--- config.mk ---
export PLATFORM = sky130hd
export DESIGN_NAME = gray_counter_ctrl_flat
export DESIGN_NICKNAME = d
export VERILOG_FILES = /design/src/rtl/gray_pkg.sv /design/src/rtl/gray_counter_ctrl_if.sv /design/src/rtl/gray2bin_conv.sv /design/src/rtl/gray_counter_ctrl.sv /design/src/flat_wrapper.sv
export SDC_FILE = /design/constraint.sdc
export NUM_CORES = 1
export LEC_CHECK = 0
export ABC_AREA = 1
export ABC_CLOCK_PERIOD_IN_PS = 1860
export CORE_MARGIN = 2
export CORE_UTILIZATION = 50
export DETAILED_ROUTE_END_ITERATION = 6
export HOLD_SLACK_MARGIN = 0.08
export PLACE_DENSITY = 0.77
export SLEW_MARGIN = 40
export SYNTH_ARGS = -nofsm -noshare
export SYNTH_HDL_FRONTEND = slang
export SYNTH_HIERARCHICAL = 1
export SYNTH_SLANG_ARGS = --single-unit
--- constraint.sdc ---
create_clock -name clk -period 1.86 [get_ports clk]
set_input_delay 0.279 -clock clk [delete_from_list [all_inputs] [get_ports clk]]
set_output_delay 0.279 -clock clk [all_outputs]
set_load 0.03 [all_outputs]
--- src/rtl/gray_pkg.sv ---
// Shared definitions for the Gray-code counter slice.
//   mode_e      : counter end-of-range behaviour (wrap or saturate)
//   bin2gray    : binary -> Gray conversion
//   gray2bin    : Gray -> binary conversion
// The conversion functions operate on a GRAY_MAX_W-bit word. Callers
// zero-extend narrower values in and truncate the result back out; this is
// exact because the leading zero bits of a zero-extended word never disturb
// the lower bits in either direction.
package gray_pkg;

  typedef enum logic {
    MODE_WRAP = 1'b0,
    MODE_SAT  = 1'b1
  } mode_e;

  localparam int GRAY_MAX_W = 32;

  typedef logic [GRAY_MAX_W-1:0] gray_word_t;

  function automatic gray_word_t bin2gray(input gray_word_t b);
    return b ^ (b >> 1);
  endfunction

  function automatic gray_word_t gray2bin(input gray_word_t g);
    gray_word_t b;
    b = g;
    for (int i = GRAY_MAX_W - 2; i >= 0; i--) begin
      b[i] = b[i+1] ^ g[i];
    end
    return b;
  endfunction

endpackage

--- src/rtl/gray_counter_ctrl_if.sv ---
// Control/status bundle of the Gray-code counter.
//   master : drives the command inputs, observes the count and flags
//   slave  : the counter itself
// Signals:
//   en, up_dn           step enable and direction (1 = up)
//   load, load_gray     parallel load strobe and Gray-encoded load value
//   mode_wr, mode_sat   mode register write strobe and value (1 = saturate)
//   out, bin_out        registered count, Gray and binary
//   at_max, at_min      registered terminal flags
//   wrap                registered one-cycle wrap-around pulse
interface gray_counter_ctrl_if #(
  parameter int DATA_WIDTH = 4
);

  logic                  en;
  logic                  up_dn;
  logic                  load;
  logic [DATA_WIDTH-1:0] load_gray;
  logic                  mode_wr;
  logic                  mode_sat;
  logic [DATA_WIDTH-1:0] out;
  logic [DATA_WIDTH-1:0] bin_out;
  logic                  at_max;
  logic                  at_min;
  logic                  wrap;

  modport master (
    output en, up_dn, load, load_gray, mode_wr, mode_sat,
    input  out, bin_out, at_max, at_min, wrap
  );

  modport slave (
    input  en, up_dn, load, load_gray, mode_wr, mode_sat,
    output out, bin_out, at_max, at_min, wrap
  );

endinterface

--- src/rtl/gray2bin_conv.sv ---
// Combinational Gray -> binary converter.
//   gray : Gray-encoded input word
//   bin  : binary equivalent
// Each binary bit is the XOR of all Gray bits at or above its position,
// which avoids a ripple written back through the output vector.
module gray2bin_conv #(
  parameter int DATA_WIDTH = 4
) (
  input  logic [DATA_WIDTH-1:0] gray,
  output logic [DATA_WIDTH-1:0] bin
);

  for (genvar i = 0; i < DATA_WIDTH; i++) begin : g_bit
    assign bin[i] = ^gray[DATA_WIDTH-1:i];
  end

endmodule

--- src/rtl/gray_counter_ctrl.sv ---
// Gray-code up/down counter with enable, parallel load and wrap/saturate mode.
// Ports:
//   clk     rising-edge clock
//   resetn  synchronous active-low reset, overrides every other input
//   bus     gray_counter_ctrl_if slave: commands in, count and flags out
// Priority per cycle: reset > load > en. A mode write lands in the mode
// register at the edge, so the step taken in the same cycle still uses the
// previous mode.
// DATA_WIDTH must be in 2 .. GRAY_MAX_W.
module gray_counter_ctrl
  import gray_pkg::*;
#(
  parameter int DATA_WIDTH       = 4,
  parameter bit SATURATE_DEFAULT = 1'b0
) (
  input logic             clk,
  input logic             resetn,
  gray_counter_ctrl_if.slave bus
);

  localparam logic [DATA_WIDTH-1:0] MAX_CNT = '1;

  logic [DATA_WIDTH-1:0] cnt;
  logic [DATA_WIDTH-1:0] cnt_nxt;
  logic [DATA_WIDTH-1:0] out_nxt;
  logic [DATA_WIDTH-1:0] load_bin;
  logic                  wrap_nxt;
  mode_e                 sat;

  gray2bin_conv #(
    .DATA_WIDTH(DATA_WIDTH)
  ) u_load_conv (
    .gray(bus.load_gray),
    .bin (load_bin)
  );

  // One count step. Returns {wrap, next_count}; at either end of the range
  // the mode decides between holding and wrapping with a pulse.
  function automatic logic [DATA_WIDTH:0] step_cnt(
    input logic [DATA_WIDTH-1:0] c,
    input logic                  up,
    input mode_e                 m
  );
    if (up) begin
      if (c == MAX_CNT) begin
        return (m == MODE_SAT) ? {1'b0, c} : {1'b1, {DATA_WIDTH{1'b0}}};
      end
      return {1'b0, c + 1'b1};
    end
    if (c == '0) begin
      return (m == MODE_SAT) ? {1'b0, c} : {1'b1, MAX_CNT};
    end
    return {1'b0, c - 1'b1};
  endfunction

  always_comb begin
    cnt_nxt  = cnt;
    wrap_nxt = 1'b0;
    out_nxt  = DATA_WIDTH'(bin2gray(GRAY_MAX_W'(cnt)));
    if (bus.load) begin
      cnt_nxt = load_bin;
      out_nxt = bus.load_gray;
    end else if (bus.en) begin
      {wrap_nxt, cnt_nxt} = step_cnt(cnt, bus.up_dn, sat);
      out_nxt             = DATA_WIDTH'(bin2gray(GRAY_MAX_W'(cnt_nxt)));
    end
  end

  // Registered outputs: out, flags and wrap are all taken from next-state
  // values so nothing downstream sees a combinational decode of cnt.
  always_ff @(posedge clk) begin
    if (!resetn) begin
      cnt        <= '0;
      bus.out    <= '0;
      bus.at_max <= 1'b0;
      bus.at_min <= 1'b1;
      bus.wrap   <= 1'b0;
      sat        <= mode_e'(SATURATE_DEFAULT);
    end else begin
      cnt        <= cnt_nxt;
      bus.out    <= out_nxt;
      bus.at_max <= (cnt_nxt == MAX_CNT);
      bus.at_min <= (cnt_nxt == '0);
      bus.wrap   <= wrap_nxt;
      if (bus.mode_wr) begin
        sat <= mode_e'(bus.mode_sat);
      end
    end
  end

  assign bus.bin_out = cnt;

endmodule

--- src/flat_wrapper.sv ---
// flat-port wrapper written by rule: the top's interface ports become plain ports
module gray_counter_ctrl_flat import gray_pkg::*;
#(
  parameter int DATA_WIDTH       = 4,
  parameter bit SATURATE_DEFAULT = 1'b0
)
  (clk, resetn, bus_en, bus_up_dn, bus_load, bus_load_gray, bus_mode_wr, bus_mode_sat, bus_out, bus_bin_out, bus_at_max, bus_at_min, bus_wrap);
  gray_counter_ctrl_if #(.DATA_WIDTH(DATA_WIDTH)) bus_i ();
  input logic clk;
  input logic resetn;
  input wire logic [$bits(bus_i.en)-1:0] bus_en;
  input wire logic [$bits(bus_i.up_dn)-1:0] bus_up_dn;
  input wire logic [$bits(bus_i.load)-1:0] bus_load;
  input wire logic [$bits(bus_i.load_gray)-1:0] bus_load_gray;
  input wire logic [$bits(bus_i.mode_wr)-1:0] bus_mode_wr;
  input wire logic [$bits(bus_i.mode_sat)-1:0] bus_mode_sat;
  output wire logic [$bits(bus_i.out)-1:0] bus_out;
  output wire logic [$bits(bus_i.bin_out)-1:0] bus_bin_out;
  output wire logic [$bits(bus_i.at_max)-1:0] bus_at_max;
  output wire logic [$bits(bus_i.at_min)-1:0] bus_at_min;
  output wire logic [$bits(bus_i.wrap)-1:0] bus_wrap;
  assign bus_i.en = bus_en;
  assign bus_i.up_dn = bus_up_dn;
  assign bus_i.load = bus_load;
  assign bus_i.load_gray = bus_load_gray;
  assign bus_i.mode_wr = bus_mode_wr;
  assign bus_i.mode_sat = bus_mode_sat;
  assign bus_out = bus_i.out;
  assign bus_bin_out = bus_i.bin_out;
  assign bus_at_max = bus_i.at_max;
  assign bus_at_min = bus_i.at_min;
  assign bus_wrap = bus_i.wrap;
  gray_counter_ctrl #(.DATA_WIDTH(DATA_WIDTH), .SATURATE_DEFAULT(SATURATE_DEFAULT)) u_core (.clk(clk), .resetn(resetn), .bus(bus_i));
endmodule
# ---- Yosys cells after proc, flatten, opt, wreduce, memory -nomap -nowiden
# Cells that the tools add are included.
dict set report word_totals {
  inputBits 11
  reg_bits 12
  out_inout_bits 11
}
dict set report classes {
  n_reduce_logical 6
  addsub 2
  n_mux 25
  n_eq_ne 2
  bitwise_logic 4
}
# cell count
set op_table {}
lappend op_table {{2-to-1 mux 5 bit} 10}
lappend op_table {{2-to-1 mux 4 bit} 4}
lappend op_table {{2-to-1 mux 1 bit} 11}
lappend op_table {{== test 4 bit (second input constant)} 2}
lappend op_table {{zero test 4 bit} 2}
lappend op_table {{XOR 4 x 3 -> 4 bit} 2}
lappend op_table {{adder 4 x 1 -> 4 bit (second input constant)} 1}
lappend op_table {{parity 4 bit} 1}
lappend op_table {{subtractor 4 x 1 -> 4 bit (second input constant)} 1}
lappend op_table {{OR reduction 3 bit} 1}
lappend op_table {{parity 3 bit} 1}
lappend op_table {{inverter 1 bit} 2}
lappend op_table {{parity 2 bit} 1}

# ---- Longest topological paths before layout
# Gate-level depths: netlist of the first run.
dict set report logic_depth {
  depth_word 15
  mapped_depth 13
}

# ---- By module
# The synthesis of the first run kept the hierarchy.
# module cells_each n_inst area_each_um2 seq_area_each_um2
set by_module_without_submodules {}
lappend by_module_without_submodules {gray_counter_ctrl 138 1 923.4 240.2}
lappend by_module_without_submodules {gray2bin_conv 21 1 90.1 0.0}

# ---- Least setup slack after synthesis of the first run
# OpenSTA, ideal clock, no wires.
dict set report synth_timing {
  kind {register to register}
  startpoint {register u_core.cnt[0], in the netlist u_core/bus.bin_out[0]}
  endpoint {register u_core.bus.out[2]}
  path_buffers 1
  period_less_slack_ns 1.806
  setup_time_ns 0.119
  path_stages_with_launch 12
  slack_ns 0.054
  t_arrival_ns 1.687
  t_required_ns 1.741
  path_cell_list {dfxtp_1 > buf_2 > inv_1 > ha_1 > nand2_2 > nor2_2 > nor2_2 > nand2_1 > nand2_1 > nand3_1 > nand3_1 > a21oi_1}
}
dict set report synth_between {
  elab_chain_cells 15
}
# item line
set synth_lines {}
lappend synth_lines {{start, declared} gray_counter_ctrl.sv:23} ;# logic [DATA_WIDTH-1:0] cnt;
lappend synth_lines {{start signal, assigned} gray_counter_ctrl.sv:80} ;# cnt <= cnt_nxt;
lappend synth_lines {{== test 4 bit} gray_counter_ctrl.sv:45} ;# if (c == MAX_CNT) begin
lappend synth_lines {{2-to-1 mux 1 bit} gray_counter_ctrl.sv:45}
lappend synth_lines {{2-to-1 mux 1 bit} gray_counter_ctrl.sv:44} ;# if (up) begin
lappend synth_lines {{2-to-1 mux 1 bit} gray_counter_ctrl.sv:63} ;# end else if (bus.en) begin
lappend synth_lines {{2-to-1 mux 1 bit} gray_counter_ctrl.sv:60} ;# if (bus.load) begin
lappend synth_lines {{2-to-1 mux 5 bit} gray_counter_ctrl.sv:48} ;# return {1'b0, c + 1'b1};
lappend synth_lines {{2-to-1 mux 5 bit} gray_counter_ctrl.sv:44}
lappend synth_lines {{2-to-1 mux 5 bit} gray_counter_ctrl.sv:50} ;# if (c == '0) begin
lappend synth_lines {{2-to-1 mux 5 bit} gray_counter_ctrl.sv:53} ;# return {1'b0, c - 1'b1};
lappend synth_lines {{2-to-1 mux 5 bit *} gray_counter_ctrl.sv:50}
lappend synth_lines {{2-to-1 mux 5 bit *} gray_counter_ctrl.sv:63}
lappend synth_lines {{2-to-1 mux 5 bit *} gray_counter_ctrl.sv:60}
lappend synth_lines {{XOR 4 x 3 -> 4 bit *} gray_pkg.sv:21} ;# return b ^ (b >> 1);
lappend synth_lines {{2-to-1 mux 4 bit *} gray_counter_ctrl.sv:63}
lappend synth_lines {{2-to-1 mux 4 bit *} gray_counter_ctrl.sv:60}
lappend synth_lines {{end signal, assigned} gray_counter_ctrl.sv:81} ;# bus.out <= out_nxt;
lappend synth_lines {{end, declared} gray_counter_ctrl_if.sv:34} ;# output out, bin_out, at_max, at_min, wrap
# Every way passes the cells marked *; elsewhere a longest branch is shown, timed or not. The select of a mux whose other input is x is not followed.
# A chain may end at the register's enable or synchronous reset.

# ---- Worst setup path in the final report of the first run
dict set report layout_timing {
  startpoint {register u_core.cnt[3], in the netlist u_core/bus.bin_out[3]}
  endpoint {output bus_bin_out[3]}
}
# item line
set layout_rtl {}
lappend layout_rtl {{end, declared} flat_wrapper.sv:18} ;# output wire logic [$bits(bus_i.bin_out)-1:0] bus_bin_out;
# No word-level cell between the ends.

==> metrics, run 1 <==
DIE AREA=2400 sq um; largest cells by area after synthesis=dfxtp_1 (24%), nand2_1 (17%), ha_1 (8.6%); FFs w/ async S/R, synth=0%; gr ovfl total=0; via-per-instance ratio=5.06; crit start category=flop; slowest CP cell=clkdlybuf4s50_1; Layout Cells excl Fill=215; CP max FO=5; type of the most critical hold path=in2reg; post-synthesis sequential area ratio=23.7%; Post-route DRC=0; routing usage on met2=39.0%; placement row count=16; buffers and inverters on the worst path=2; Placed Instances=211; Clock Latency Late Sink=0.27 ns; detailed router's first-iteration violation count=26; Fillers=185; most frequent cell after synthesis=nand2_1; Final Cycle Share=92.5%; Max Fclk=581 MHz; vias in the first global route=1009; switching power=0.000312 W; DP Area=1290 sq um; Pint=0.000543 W; n_diodes=0; final setup violation count=0; Clk pin slew, worst setup/hold paths=0.08 ns; Hold Vio Cnt, Final=0; crit path DAT=1.44 ns; Post-synth EDFFs=0; CTS sink cnt=12; worst-margin pin slew=0.313 ns; Synth-to-Final Area Change=31.4%; Max Cap Viol=0; synthesized area=1010 sq um; Leak=0.665 nW; Yosys top cell area share=23.7%; outcome=complete, no violations; CTS tree=done; Post-Synthesis Mean Instance Area=6.37 sq um; CTS Hold Bufs=0; routed via count=1087; Slew headroom=79.1%; count of buffers from port buffering=21; post-route ant nets=0; yosys warns=6; #FFs+latches synth=12; Synth top cells by count=nand2_1 (45), inv_1 (19), nand3_1 (15), a21oi_1 (12), dfxtp_1 (12); CP Cell Sequence=buf_4 -> clkdlybuf4s50_1; clock share of power=23.6%; CP Capture Type=primary output; Comb pwr share=42.4%; first-pass GRT wire length=4240 um; GRT met3 Usage=3.37%; WL final=2430 um; unrepaired setup endpoints after global routing=no; fin area=1330 sq um; Post-layout nets=207; Required @ worst endpoint=1.58 ns; layout cells sized above 1=22.3%; # H-tree levels=1; Clock Tree Root=clkbuf_4; Longest Clk Path Bufs=2; r2r setup slk=0.17 ns; DP Wirelength=2050 um; antenna violations before repair=0; synthesized instance count=159; global-route track usage on met1=26.1%; cell accounting for the most synthesized area=dfxtp_1; I/O Pins=22; Slew Viols, Final=0; family with the most delay on the worst path=buffers and inverters; Yosys cell types=23; gpl congestion=0.960; Worst VDD drop=0.412 mV; TritonCTS buffer count=3; Total GRT Usage=22.1%; drt first pass iters=4; GR peak layer=met2; Setup TNS=0 ns; DR WL/cell=11.3 um; PD cells=642 nW/um^2; minimum clock period=1.72 ns; Layout Utilization=68.6%; width of the chip=49.0 um; critical path type=reg2out; Net Sw Frac=36.5%; Worst path max stage delay=0.65 ns; Main synth FF type=dfxtp_1; DIE HEIGHT=49.0 um; Initial Util=52.2%; Reg power frac=33.9%; largest net degree at the start of global routing=10; Post-Synthesis Net Count=177; Core Region=1940 sq um; final clock skew=0.00917 ns
[area by class of cell]
| cell class | instances | area (sq um) | share of cell area, % |
|---|---|---|---|
| clock buffers | 4 | 36.3 | 2.73 |
| multi-input cells | 121 | 664 | 49.9 |
| well taps | 27 | 33.8 | 2.54 |
| repair buffers | 29 | 270 | 20.3 |
| flip-flops and latches | 12 | 244 | 18.3 |
| inverters | 22 | 82.6 | 6.20 |
[power groups by stage]
stage / sequential (W) / combinational, W / clock [W]
after detailed placement: 0.000295 / 0.000357 / 0
after CTS: 0.000289 / 0.000358 / 0.000203
after global routing: 0.000292 / 0.000405 / 0.000212
after global placement: 0.000295 / 0.000346 / 0
after floorplan: 0.000333 / 0.000199 / 0
final: 0.000290 / 0.000363 / 0.000202
[worst paths after layout]
| path | cells past startpoint | end | start |
|---|---|---|---|
| worst max-delay path | 2 | bus_bin_out[3] | u_core/bus.bin_out[3] |
| worst min-delay path | 3 | u_core/sat | bus_mode_sat |
| worst max register to register | 12 | u_core/bus.at_max | u_core/bus.bin_out[1] |
| worst min register to register | 4 | u_core/sat | u_core/sat |
[stage by stage]
step,total power (W),hold WS [ns],worst slack [ns]
after floorplan,0.000532,0.372,0.0540
after global placement,0.000641,0.670,0.107
after detailed placement,0.000652,0.679,0.0600
after CTS,0.000850,0.623,0.0710
after global routing,0.000909,0.644,0.0299
final,0.000855,0.622,0.140
[flip-flops by register name, indices dropped and copies added, names as in the netlist]
signal              cells
u_core/bus.at_min       1
u_core/sat              1
u_core/bus.bin_out      4
u_core/bus.at_max       1
u_core/bus.wrap         1
u_core/bus.out          4
[worst min-delay path: cells and delay by family]
family                 cells  cell delay, ns
buffers and inverters      1            0.39
AOI/OAI and AO/OA          1            0.12
and+or+nand+nor            1            0.04
[placed cells by master (no fill, tap or decap), types with 6 or more instances in the layout]
cell	n
a21oi_1	12
buf_4	8
clkdlybuf4s50_1	21
dfxtp_1	9
ha_1	7
inv_1	19
nand2_1	45
nand2_2	10
nand3_1	15
nand3_2	6
nor2_1	8
[per-layer routing]
| metal | part of all wire, % | wire length (um) |
|---|---|---|
| met2 | 50 | 1220 |
| met3 | 3.0 | 72 |
| met1 | 45 | 1090 |
| met5 | 0 | 0 |
| met4 | 1.8 | 43 |
[kinds of logic (layout without fill, tap and decap cells)]
group	after synthesis	count (layout)	share of synthesized area, %
simple gates	93	93	44.7
buf+inv	26	55	11.2
compound gates	20	20	10.9
flops	12	12	23.7
fa+ha+maj	7	7	8.64
xor+xnor	1	1	0.864
[repair_timing]
| action | CTS | global route |
|---|---|---|
| buffers inserted | 0 | 0 |
| gates resized for setup | 0 | 4 |
| endpoints found under the setup margin | 0 | 1 |
Note: power is estimated with default switching activity, not from simulation.
==> run 2, diff against run 1 <==
- CELL_PAD_IN_SITES_DETAIL_PLACEMENT: not set -> 0
- CELL_PAD_IN_SITES_GLOBAL_PLACEMENT: not set -> 2
- CORE_UTILIZATION: 50 -> 26
- MAX_ROUTING_LAYER: not set -> met4
- PLACE_DENSITY: 0.77 -> 0.76
==> metrics, run 2 (same netlist as run 1, synthesis figures left out) <==
outcome=complete, no violations; routed via count=1044 (-4.0%); via-per-instance ratio=4.42 (-13%); layout cells sized above 1=22.3% (unchanged); drt first pass iters=6 (+2); CP Cell Sequence=buf_4 -> clkdlybuf4s50_1; Clock Latency Late Sink=0.24 ns (-0.03 ns); Clock Tree Root=clkbuf_8; Total GRT Usage=14.0% (-8.0 points); minimum clock period=1.75 ns (+0.0330 ns); Worst VDD drop=0.317 mV (-23%); final clock skew=0.000756 ns (-0.00841 ns); fin area=1370 sq um (+3.1%); CTS Hold Bufs=0 (unchanged); Slew headroom=78.8% (-0.28 points); # H-tree levels=1 (unchanged); width of the chip=66.4 um (+36%); Post-layout nets=207 (unchanged); DR WL/cell=11.4 um (+0.55%); CP Capture Type=primary output; family with the most delay on the worst path=buffers and inverters; gpl congestion=0.850 (-11%); Tot Pwr=0.000941 W (+10%); gr ovfl total=0 (unchanged); Post-route DRC=0 (unchanged); Initial Util=27.3% (-25 points); worst-margin pin slew=0.317 ns (+0.00414 ns); DIE AREA=4410 sq um (+84%); Worst path max stage delay=0.66 ns (about the same); Hold Vio Cnt, Final=0 (unchanged); leading cell type in the layout, fill and taps excluded=nand2_1; first-pass GRT wire length=4560 um (+7.6%); PD cells=685 nW/um^2 (+6.8%); I/O Pins=22 (unchanged); placement row count=22 (+6); most frequent cells in the layout=nand2_1 (45), clkdlybuf4s50_1 (21), inv_1 (19); DP Area=1310 sq um (+2.0%); Longest Clk Path Bufs=2 (unchanged); final setup violation count=0 (unchanged); Max Fclk=570 MHz (-1.9%); unrepaired setup endpoints after global routing=no; crit start category=flop; Synth-to-Final Area Change=35.4%; Setup TNS=0 ns (unchanged); DIE HEIGHT=66.4 um (+36%); TritonCTS buffer count=3 (unchanged); DP Wirelength=2220 um (+8.2%); Core Region=3720 sq um (+91%); Slew Viols, Final=0 (unchanged); Leak=0.670 nW (+0.79%); type of the most critical hold path=in2reg; antenna violations before repair=0 (unchanged); CTS tree=done; CTS sink cnt=12 (unchanged); WL final=2680 um (+10%); count of buffers from port buffering=21 (unchanged); Final Cycle Share=94.3% (+1.8 points); buffers and inverters on the worst path=2 (unchanged); vias in the first global route=1031 (+2.2%); CP max FO=5 (unchanged); Required @ worst endpoint=1.58 ns (about the same); n_diodes=0 (unchanged); slowest CP cell=clkdlybuf4s50_1; post-route ant nets=0 (unchanged); largest net degree at the start of global routing=10 (unchanged); Clk pin slew, worst setup/hold paths=0.06 ns (-0.02 ns); detailed router's first-iteration violation count=30 (+15%); crit path DAT=1.47 ns (+0.03 ns); critical path type=reg2out; Max Cap Viol=0 (unchanged)
run 2: final timing paths:
kind | startpoint | to | slack [ns] | cells past startpoint
worst max register to register | u_core/bus.bin_out[2] | u_core/bus.at_max | 0.17 | 12
worst max-delay path | u_core/bus.bin_out[0] | bus_bin_out[0] | 0.11 | 2
worst min-delay path | bus_mode_sat | u_core/sat | 0.65 | 3
worst min register to register | u_core/bus.bin_out[3] | u_core/bus.out[3] | 0.65 | 4
run 2: power breakdown:
group,switching (W),internal [W],total [W]
Clock,0.0000992,0.000187,0.000286
Sequential,0.0000138,0.000278,0.000292
Combinational,0.000215,0.000148,0.000362
Total,0.000328,0.000613,0.000941
run 2: what timing repair did:
action	CTS	global route
resized for setup	0	3
buffers inserted	0	0
setup endpoints to repair	0	6
run 2: worst reg2reg max path, cell delays in order (launching register included):
cell,delay [ns]
dfxtp_2,0.34
inv_1,0.16
ha_2,0.24
nand2_2,0.10
nor2_2,0.14
nor2_1,0.05
nand2_1,0.07
nand3_2,0.11
nand3_2,0.09
nand2_2,0.07
nand2_2,0.07
nand2_1,0.07
nor2_2,0.12
run 2: cell type report:
cell class	instances	area, sq um
tap	48	60.1
inverter	22	82.6
clock buffer	4	55.1
sequential	12	243
fill	432	2340
multi-input combinational	121	662
timing repair buffer	29	270
run 2: routing by layer:
layer	wire length [um]	GRT usage, %
met1	1330	18.2
met2	1290	22.8
met3	47	2.04
met4	8	3.83
met5	0	-
run 2: metrics by stage:
stage	hold slack, ns	utilization, %	std cells	setup WS, ns
final	0.646	36.9	236	0.107
after global routing	0.676	36.9	236	0.0193
after CTS	0.648	36.8	236	0.0931
after detailed placement	0.634	35.3	232	0.0339
after global placement	0.646	35.3	232	0.0319
after floorplan	0.372	-	159	0.0540
